<file path="src/rtl/csr_access_arbiter.sv">
// csr_access_arbiter: shares the machine-mode CSR file port between the
// core's Zicsr path and debug-module abstract commands. Core accesses pass
// straight through in one cycle; a debug access is a read cycle followed by
// an optional write cycle, and a starvation counter guarantees debug a slot.
//
// Debug handshake: DbgReq is a level request that carries DbgAdr/DbgOp/
// DbgWData. The command is latched in the grant cycle; later changes to those
// inputs are ignored. DbgDone pulses for exactly one cycle with DbgErr and
// DbgRData valid alongside it. A request is never granted while DbgDone is
// high, so the requester may drop DbgReq or present a new command in the
// following cycle. A machine trap during RD or WR aborts silently and the
// still-pending request is re-arbitrated from IDLE.
module csr_access_arbiter #(
    parameter int XLEN         = 64,
    parameter int STARVE_LIMIT = 8
) (
    input  logic            clk,
    input  logic            reset,
    input  logic            CoreReqM,
    input  logic [11:0]     CoreAdrM,
    input  logic            CoreWriteM,
    input  logic [XLEN-1:0] CoreWDataM,
    output logic            CoreStallM,
    input  logic            DbgReq,
    input  logic [11:0]     DbgAdr,
    input  logic [1:0]      DbgOp,
    input  logic [XLEN-1:0] DbgWData,
    output logic            DbgDone,
    output logic            DbgErr,
    output logic [XLEN-1:0] DbgRData,
    output logic [11:0]     CSRAdrM,
    output logic [XLEN-1:0] CSRWriteValM,
    output logic            CSRMWriteM,
    input  logic [XLEN-1:0] CSRMReadValM,
    input  logic            IllegalCSRMAccessM,
    input  logic            MTrapM
);

    typedef enum logic [1:0] {
        IDLE = 2'd0,
        RD   = 2'd1,
        WR   = 2'd2
    } state_t;

    localparam logic [1:0] OP_READ  = 2'b00;
    localparam logic [1:0] OP_WRITE = 2'b01;
    localparam logic [1:0] OP_SET   = 2'b10;
    localparam logic [1:0] OP_CLEAR = 2'b11;
    localparam logic [7:0] LIMIT    = 8'(STARVE_LIMIT);

    state_t          state_q, state_d;
    logic [7:0]      count_q, count_d;
    logic [11:0]     adr_q, adr_d;
    logic [1:0]      op_q, op_d;
    logic [XLEN-1:0] wdata_q, wdata_d;
    logic [XLEN-1:0] rdata_q, rdata_d;
    logic            done_q, done_d;
    logic            err_q, err_d;
    logic [XLEN-1:0] dbg_rdata_q, dbg_rdata_d;

    logic            dbg_pending;
    logic            ro_fault;

    assign DbgDone  = done_q;
    assign DbgErr   = err_q;
    assign DbgRData = dbg_rdata_q;

    // Next-state, grant and CSR port steering for the IDLE/RD/WR sequencer.
    always_comb begin
        state_d      = state_q;
        count_d      = count_q;
        adr_d        = adr_q;
        op_d         = op_q;
        wdata_d      = wdata_q;
        rdata_d      = rdata_q;
        done_d       = 1'b0;
        err_d        = 1'b0;
        dbg_rdata_d  = dbg_rdata_q;
        CSRAdrM      = '0;
        CSRWriteValM = '0;
        CSRMWriteM   = 1'b0;
        CoreStallM   = 1'b0;
        dbg_pending  = DbgReq & ~done_q;
        // Writes, sets and clears to the 0xC00-0xFFF block are read-only faults.
        ro_fault     = (op_q != OP_READ) && (adr_q[11:10] == 2'b11);

        case (state_q)
            IDLE: begin
                if (dbg_pending && (!CoreReqM || count_q == LIMIT)) begin
                    adr_d      = DbgAdr;
                    op_d       = DbgOp;
                    wdata_d    = DbgWData;
                    count_d    = '0;
                    state_d    = RD;
                    CoreStallM = CoreReqM;
                end else if (CoreReqM) begin
                    CSRAdrM      = CoreAdrM;
                    CSRWriteValM = CoreWDataM;
                    CSRMWriteM   = CoreWriteM;
                    if (dbg_pending && count_q != LIMIT) begin
                        count_d = count_q + 8'd1;
                    end
                end
            end
            RD: begin
                CSRAdrM    = adr_q;
                CoreStallM = CoreReqM;
                rdata_d    = CSRMReadValM;
                if (MTrapM) begin
                    state_d = IDLE;
                end else if (IllegalCSRMAccessM || ro_fault) begin
                    state_d     = IDLE;
                    done_d      = 1'b1;
                    err_d       = 1'b1;
                    dbg_rdata_d = '0;
                end else if (op_q == OP_READ) begin
                    state_d     = IDLE;
                    done_d      = 1'b1;
                    dbg_rdata_d = CSRMReadValM;
                end else begin
                    state_d = WR;
                end
            end
            WR: begin
                CSRAdrM    = adr_q;
                CoreStallM = CoreReqM;
                CSRMWriteM = ~MTrapM;
                case (op_q)
                    OP_SET:   CSRWriteValM = rdata_q | wdata_q;
                    OP_CLEAR: CSRWriteValM = rdata_q & ~wdata_q;
                    OP_WRITE: CSRWriteValM = wdata_q;
                    default:  CSRWriteValM = wdata_q;
                endcase
                state_d = IDLE;
                if (!MTrapM) begin
                    done_d      = 1'b1;
                    dbg_rdata_d = rdata_q;
                end
            end
            default: begin
                state_d = IDLE;
            end
        endcase
    end

    // State, starvation counter, latched command and registered debug outputs.
    always_ff @(posedge clk) begin
        if (reset) begin
            state_q     <= IDLE;
            count_q     <= '0;
            adr_q       <= '0;
            op_q        <= '0;
            wdata_q     <= '0;
            rdata_q     <= '0;
            done_q      <= 1'b0;
            err_q       <= 1'b0;
            dbg_rdata_q <= '0;
        end else begin
            state_q     <= state_d;
            count_q     <= count_d;
            adr_q       <= adr_d;
            op_q        <= op_d;
            wdata_q     <= wdata_d;
            rdata_q     <= rdata_d;
            done_q      <= done_d;
            err_q       <= err_d;
            dbg_rdata_q <= dbg_rdata_d;
        end
    end

endmodule
</file>
<file path="config.mk">
export PLATFORM = sky130hd
export DESIGN_NAME = csr_access_arbiter
export DESIGN_NICKNAME = d
export VERILOG_FILES = /design/src/rtl/csr_access_arbiter.sv
export SDC_FILE = /design/constraint.sdc
export NUM_CORES = 1
export LEC_CHECK = 0
export CORE_MARGIN = 5
export CORE_UTILIZATION = 55
export DETAILED_ROUTE_END_ITERATION = 8
export DONT_BUFFER_PORTS = 1
export GPL_TIMING_DRIVEN = 0
export PLACE_DENSITY = 0.72
export SYNTH_ARGS = -nofsm -noshare
export SYNTH_HDL_FRONTEND = slang
export SYNTH_SLANG_ARGS = --single-unit
</file>
<file path="constraint.sdc">
create_clock -name clk -period 5.7 [get_ports clk]
set_input_delay 0.285 -clock clk [delete_from_list [all_inputs] [get_ports clk]]
set_output_delay 0.285 -clock clk [all_outputs]
set_load 0.05 [all_outputs]
</file>
==> tab_implementation.tex <==
\begin{tabular}{lr}
\hline
Metric & Value \\
\hline
\multicolumn{2}{l}{\textbf{Clock tree}} \\
\quad Clock tree from TritonCTS & built \\
\quad Clock network latency to the later pin of the worst-skew pair & 520 ps \\
\quad TritonCTS Buffers & 24 \\
\quad Master cell of the clock root buffer & clkbuf\_16 \\
\quad Total setup buffers inserted after CTS & 0 \\
\quad Worst-case clock buffer depth & 3 \\
\quad Sinks on Clock Net & 218 \\
\quad CTS H-tree depth & 1 \\
\quad Clock-pin transition on the worst setup and hold timing paths & 60 ps \\
\multicolumn{2}{l}{\textbf{Logic synthesis}} \\
\quad Dominant synthesized flop cell & dfxtp\_1 \\
\quad Sequential fraction of the synthesis area & 39.3\% \\
\quad Count of warnings emitted by yosys & 0 \\
\quad Most used standard cells in the synthesized netlist & dfxtp\_1 (218), nor2\_1 (212), nand2b\_1 (157), nand2\_1 (143), mux2i\_1 (142) \\
\quad Async SR Flop Fraction & 0\% \\
\quad Cell taking the most area after synthesis & dfxtp\_1 \\
\quad Largest cells by area after synthesis & dfxtp\_1 (39\%), mux2i\_1 (13\%), nand2b\_1 (8.8\%), nor2\_1 (7.2\%), nand2\_1 (4.8\%) \\
\quad Fraction of post-synthesis cell area in the top cell type by area & 39.3\% \\
\quad Syn avg cell area & 8.53 sq um \\
\quad Distinct cell type count of the synthesized netlist & 39 \\
\quad Mapped Nets & 1534 \\
\quad Number of flops mapped to enable cells by yosys & 0 \\
\quad Count of mapped cells out of synthesis & 1303 \\
\quad Post-Synthesis Cell Area & 11100 sq um \\
\quad Post-synthesis register bit count & 218 \\
\quad Most instantiated library cell after synthesis & dfxtp\_1 \\
\multicolumn{2}{l}{\textbf{Setup path}} \\
\quad Startpoint type of the worst setup path & register \\
\quad Path depth of the worst reg2reg path & 8 \\
\quad Worst path cell trace & nor2b\_1, a41oi\_1, clkbuf\_1, nand2\_1, o21ai\_1 \\
\quad Setup slack of the most critical reg-to-reg path & 2990 ps \\
\quad Critical Path Slowest Stage Cell & clkbuf\_1 \\
\quad Worst reg2reg path endpoint & DbgRData[28] \\
\quad Maximum fanout along the worst path & 10 \\
\quad Required time of the critical path & 5410 ps \\
\quad Largest incremental delay on the critical path & 720 ps \\
\quad Arrival time at the worst endpoint & 3430 ps \\
\quad RR Startpoint & state\_q[1] \\
\quad Critical path endpoint category & output pin \\
\quad Category of the most critical setup path & reg2out \\
\multicolumn{2}{l}{\textbf{Min path}} \\
\quad Hold path startpoint & CSRMReadValM[58] \\
\quad Hold endpoint & DbgRData[58] \\
\quad Worst min-delay path category & in2reg \\
\quad Cells on Worst Hold Path & 2 \\
\multicolumn{2}{l}{\textbf{Place}} \\
\quad Cell count after placement & 1573 \\
\quad Count of buffers from port buffering & 0 \\
\quad DP Wirelength & 28300 um \\
\quad Routability cong. & 0.943 \\
\quad Cell area after placement & 11400 sq um \\
\multicolumn{2}{l}{\textbf{Floorplan}} \\
\quad Placeable core region & 20000 sq um \\
\quad Initial standard-cell utilization of the core & 55.4\% \\
\quad X dimension of the die & 152 um \\
\quad Total die area & 23100 sq um \\
\quad Num ports & 369 \\
\quad Die boundary height & 152 um \\
\quad Num rows & 52 \\
\multicolumn{2}{l}{\textbf{Final layout}} \\
\quad Fin area & 13800 sq um \\
\quad Count of inserted antenna diode cells & 0 \\
\quad Share of post-route cells with drive strength above 1 & 10.3\% \\
\quad Area growth from synthesis to layout & 24.1\% \\
\quad Final cell count without fillers & 1762 \\
\quad Final Net Count & 1705 \\
\multicolumn{2}{l}{\textbf{Timing}} \\
\quad Period minus WS final & 3710 ps \\
\quad RSZ-0062 raised after global routing & no \\
\quad Max-slew violation count & 0 \\
\quad Final setup violation count & 0 \\
\quad Final hold viol count & 0 \\
\quad Slew at the pin closest to its max-slew limit & 1250 ps \\
\quad Skew final & 14.2 ps \\
\quad Max Fclk & 269 MHz \\
\quad Part of the cycle the worst path needs & 65.2\% \\
\quad Summed negative setup slack over all endpoints & 0 ps \\
\quad Worst-case headroom to the max-slew limit & 16.8\% \\
\multicolumn{2}{l}{\textbf{Global route}} \\
\quad Via count of the first global-routing pass & 10700 \\
\quad Overall track demand over capacity in global routing & 33.8\% \\
\quad Total global routing overflow & 0 \\
\quad Largest net degree at the start of global routing & 14 \\
\quad Number of antenna violations at the first check in global routing & 0 \\
\quad Global-route wire length before repair & 62600 um \\
\multicolumn{2}{l}{\textbf{Pwr}} \\
\quad Leakage Power & 5.22 nW \\
\quad Reported net switching power & 1.25 mW \\
\quad Fraction of power consumed by sequential logic & 42.2\% \\
\quad Net Sw Frac & 29.9\% \\
\quad Relative contribution of combinational cells to total power & 16.0\% \\
\quad Maximum vdd ir drop & 205 uV \\
\quad Power Dens Cells & 303 nW/um\^{}2 \\
\quad Portion of total power attributed to the clock network & 41.8\% \\
\quad Pwr Total & 4.18 mW \\
\quad Internal power summed over all cells & 2.93 mW \\
\multicolumn{2}{l}{\textbf{Detailed routing}} \\
\quad Number of vias after detailed routing & 10500 \\
\quad Number of iterations in the first detailed-routing pass & 5 \\
\quad Avg WL per Cell & 23.3 um \\
\quad Antenna-violating nets left & 0 \\
\quad Count of routing violations after the opening detailed-route iteration & 832 \\
\quad Remaining DRCs & 0 \\
\quad Number of vias per cell after detailed routing & 5.95 \\
\quad Total wire length & 41000 um \\
\multicolumn{2}{l}{\textbf{Outcome}} \\
\quad Result of the run & completed \\
\multicolumn{2}{l}{\textbf{Run}} \\
\quad Max-cap violations & 0 \\
\hline
\end{tabular}
[cell usage in the layout, fill, tap and decap left out, drive strengths merged, types with 2 or more instances in the layout]
cell / count
dfxtp: 218
a22oi: 12
xnor2: 5
bufinv: 5
nand2b: 157
nor2: 213
clkbuf: 93
nand2: 143
a221oi: 64
mux2i: 142
a21oi: 69
nor3: 72
buf: 44
clkinv: 8
dlygate4sd3: 145
ha: 6
o211a: 3
nor2b: 3
nand4: 2
o21ai: 67
inv: 7
[layout make-up]
| cell class | count | area [sq um] |
|---|---|---|
| fillers | 1553 | 6250 |
| multi-input cells | 972 | 6150 |
| flip-flops and latches | 218 | 4360 |
| repair buffers | 145 | 1450 |
| clock buffers | 31 | 698 |
| plain buffers | 106 | 571 |
| well taps | 270 | 338 |
| clock inverters | 13 | 190 |
| inverters | 7 | 26.3 |
[power groups by stage]
stage	clock (mW)	combinational, mW	sequential, mW
4_1_cts	1.75	0.659	1.76
2_1_floorplan	0	0.451	1.77
5_1_grt	1.83	0.712	1.77
3_5_place_dp	0	0.563	1.79
3_3_place_gp	0	0.551	1.79
6_report	1.75	0.670	1.76
[state kept, by name (all words and copies together), names as in the netlist]
name and flops:
count_q 8, wdata_q 64, DbgRData 64, DbgDone 1, adr_q 12, DbgErr 1, state_q 2, op_q 2
rdata_q 64
[repair_timing]
action	CTS	global route
endpoints found under the hold margin	179	0
gates resized for setup	0	0
setup endpoints to repair	0	0
hold buffers	145	0
[per-stage QoR]
step                      worst slack, ps  util, %  hold slack, ps
after floorplan                      3220        -             432
after global placement               2290     57.1             434
after detailed placement             2570     57.1             443
after CTS                            2020     68.8            4.46
after global routing                 1860     68.8            22.0
final                                1990     68.8            20.8
[worst max-delay path by stage]
stage	from	end	cells after the start
2_1_floorplan	op_q[1]	CSRWriteValM[0]	6
3_3_place_gp	op_q[1]	CSRWriteValM[59]	6
3_5_place_dp	DbgDone	CSRWriteValM[27]	5
4_1_cts	DbgDone	CSRWriteValM[27]	5
5_1_grt	DbgDone	CSRWriteValM[27]	5
6_report	DbgDone	CSRWriteValM[27]	5
[worst max-delay path: cells and delay by family, from the launching register on]
kind,cells,cell delay [ps]
AO/OA/AOI/OAI,2,1050
buffers and inverters,1,720
flip-flops,1,710
AND/OR/NAND/NOR,2,420
[metal layers]
| layer | vias to the layer above | part of all wire (%) | GRT usage (%) |
|---|---|---|---|
| li1 | 4821 | - | - |
| met1 | 4991 | 39 | 41.2 |
| met2 | 544 | 48 | 57.0 |
| met3 | 130 | 8.1 | 7.36 |
| met4 | 0 | 5.2 | 16.0 |
| met5 | - | 0 | 0 |
[kinds of logic after synthesis]
group / after synthesis / share of synthesized area (%)
simple gates: 597 / 26.6
flops: 218 / 39.3
mux: 142 / 12.8
compound gates: 222 / 14.8
xor+xnor: 5 / 0.394
buf+inv: 113 / 5.37
fa+ha+maj: 6 / 0.676
Note: power is estimated with default switching activity, not from simulation.
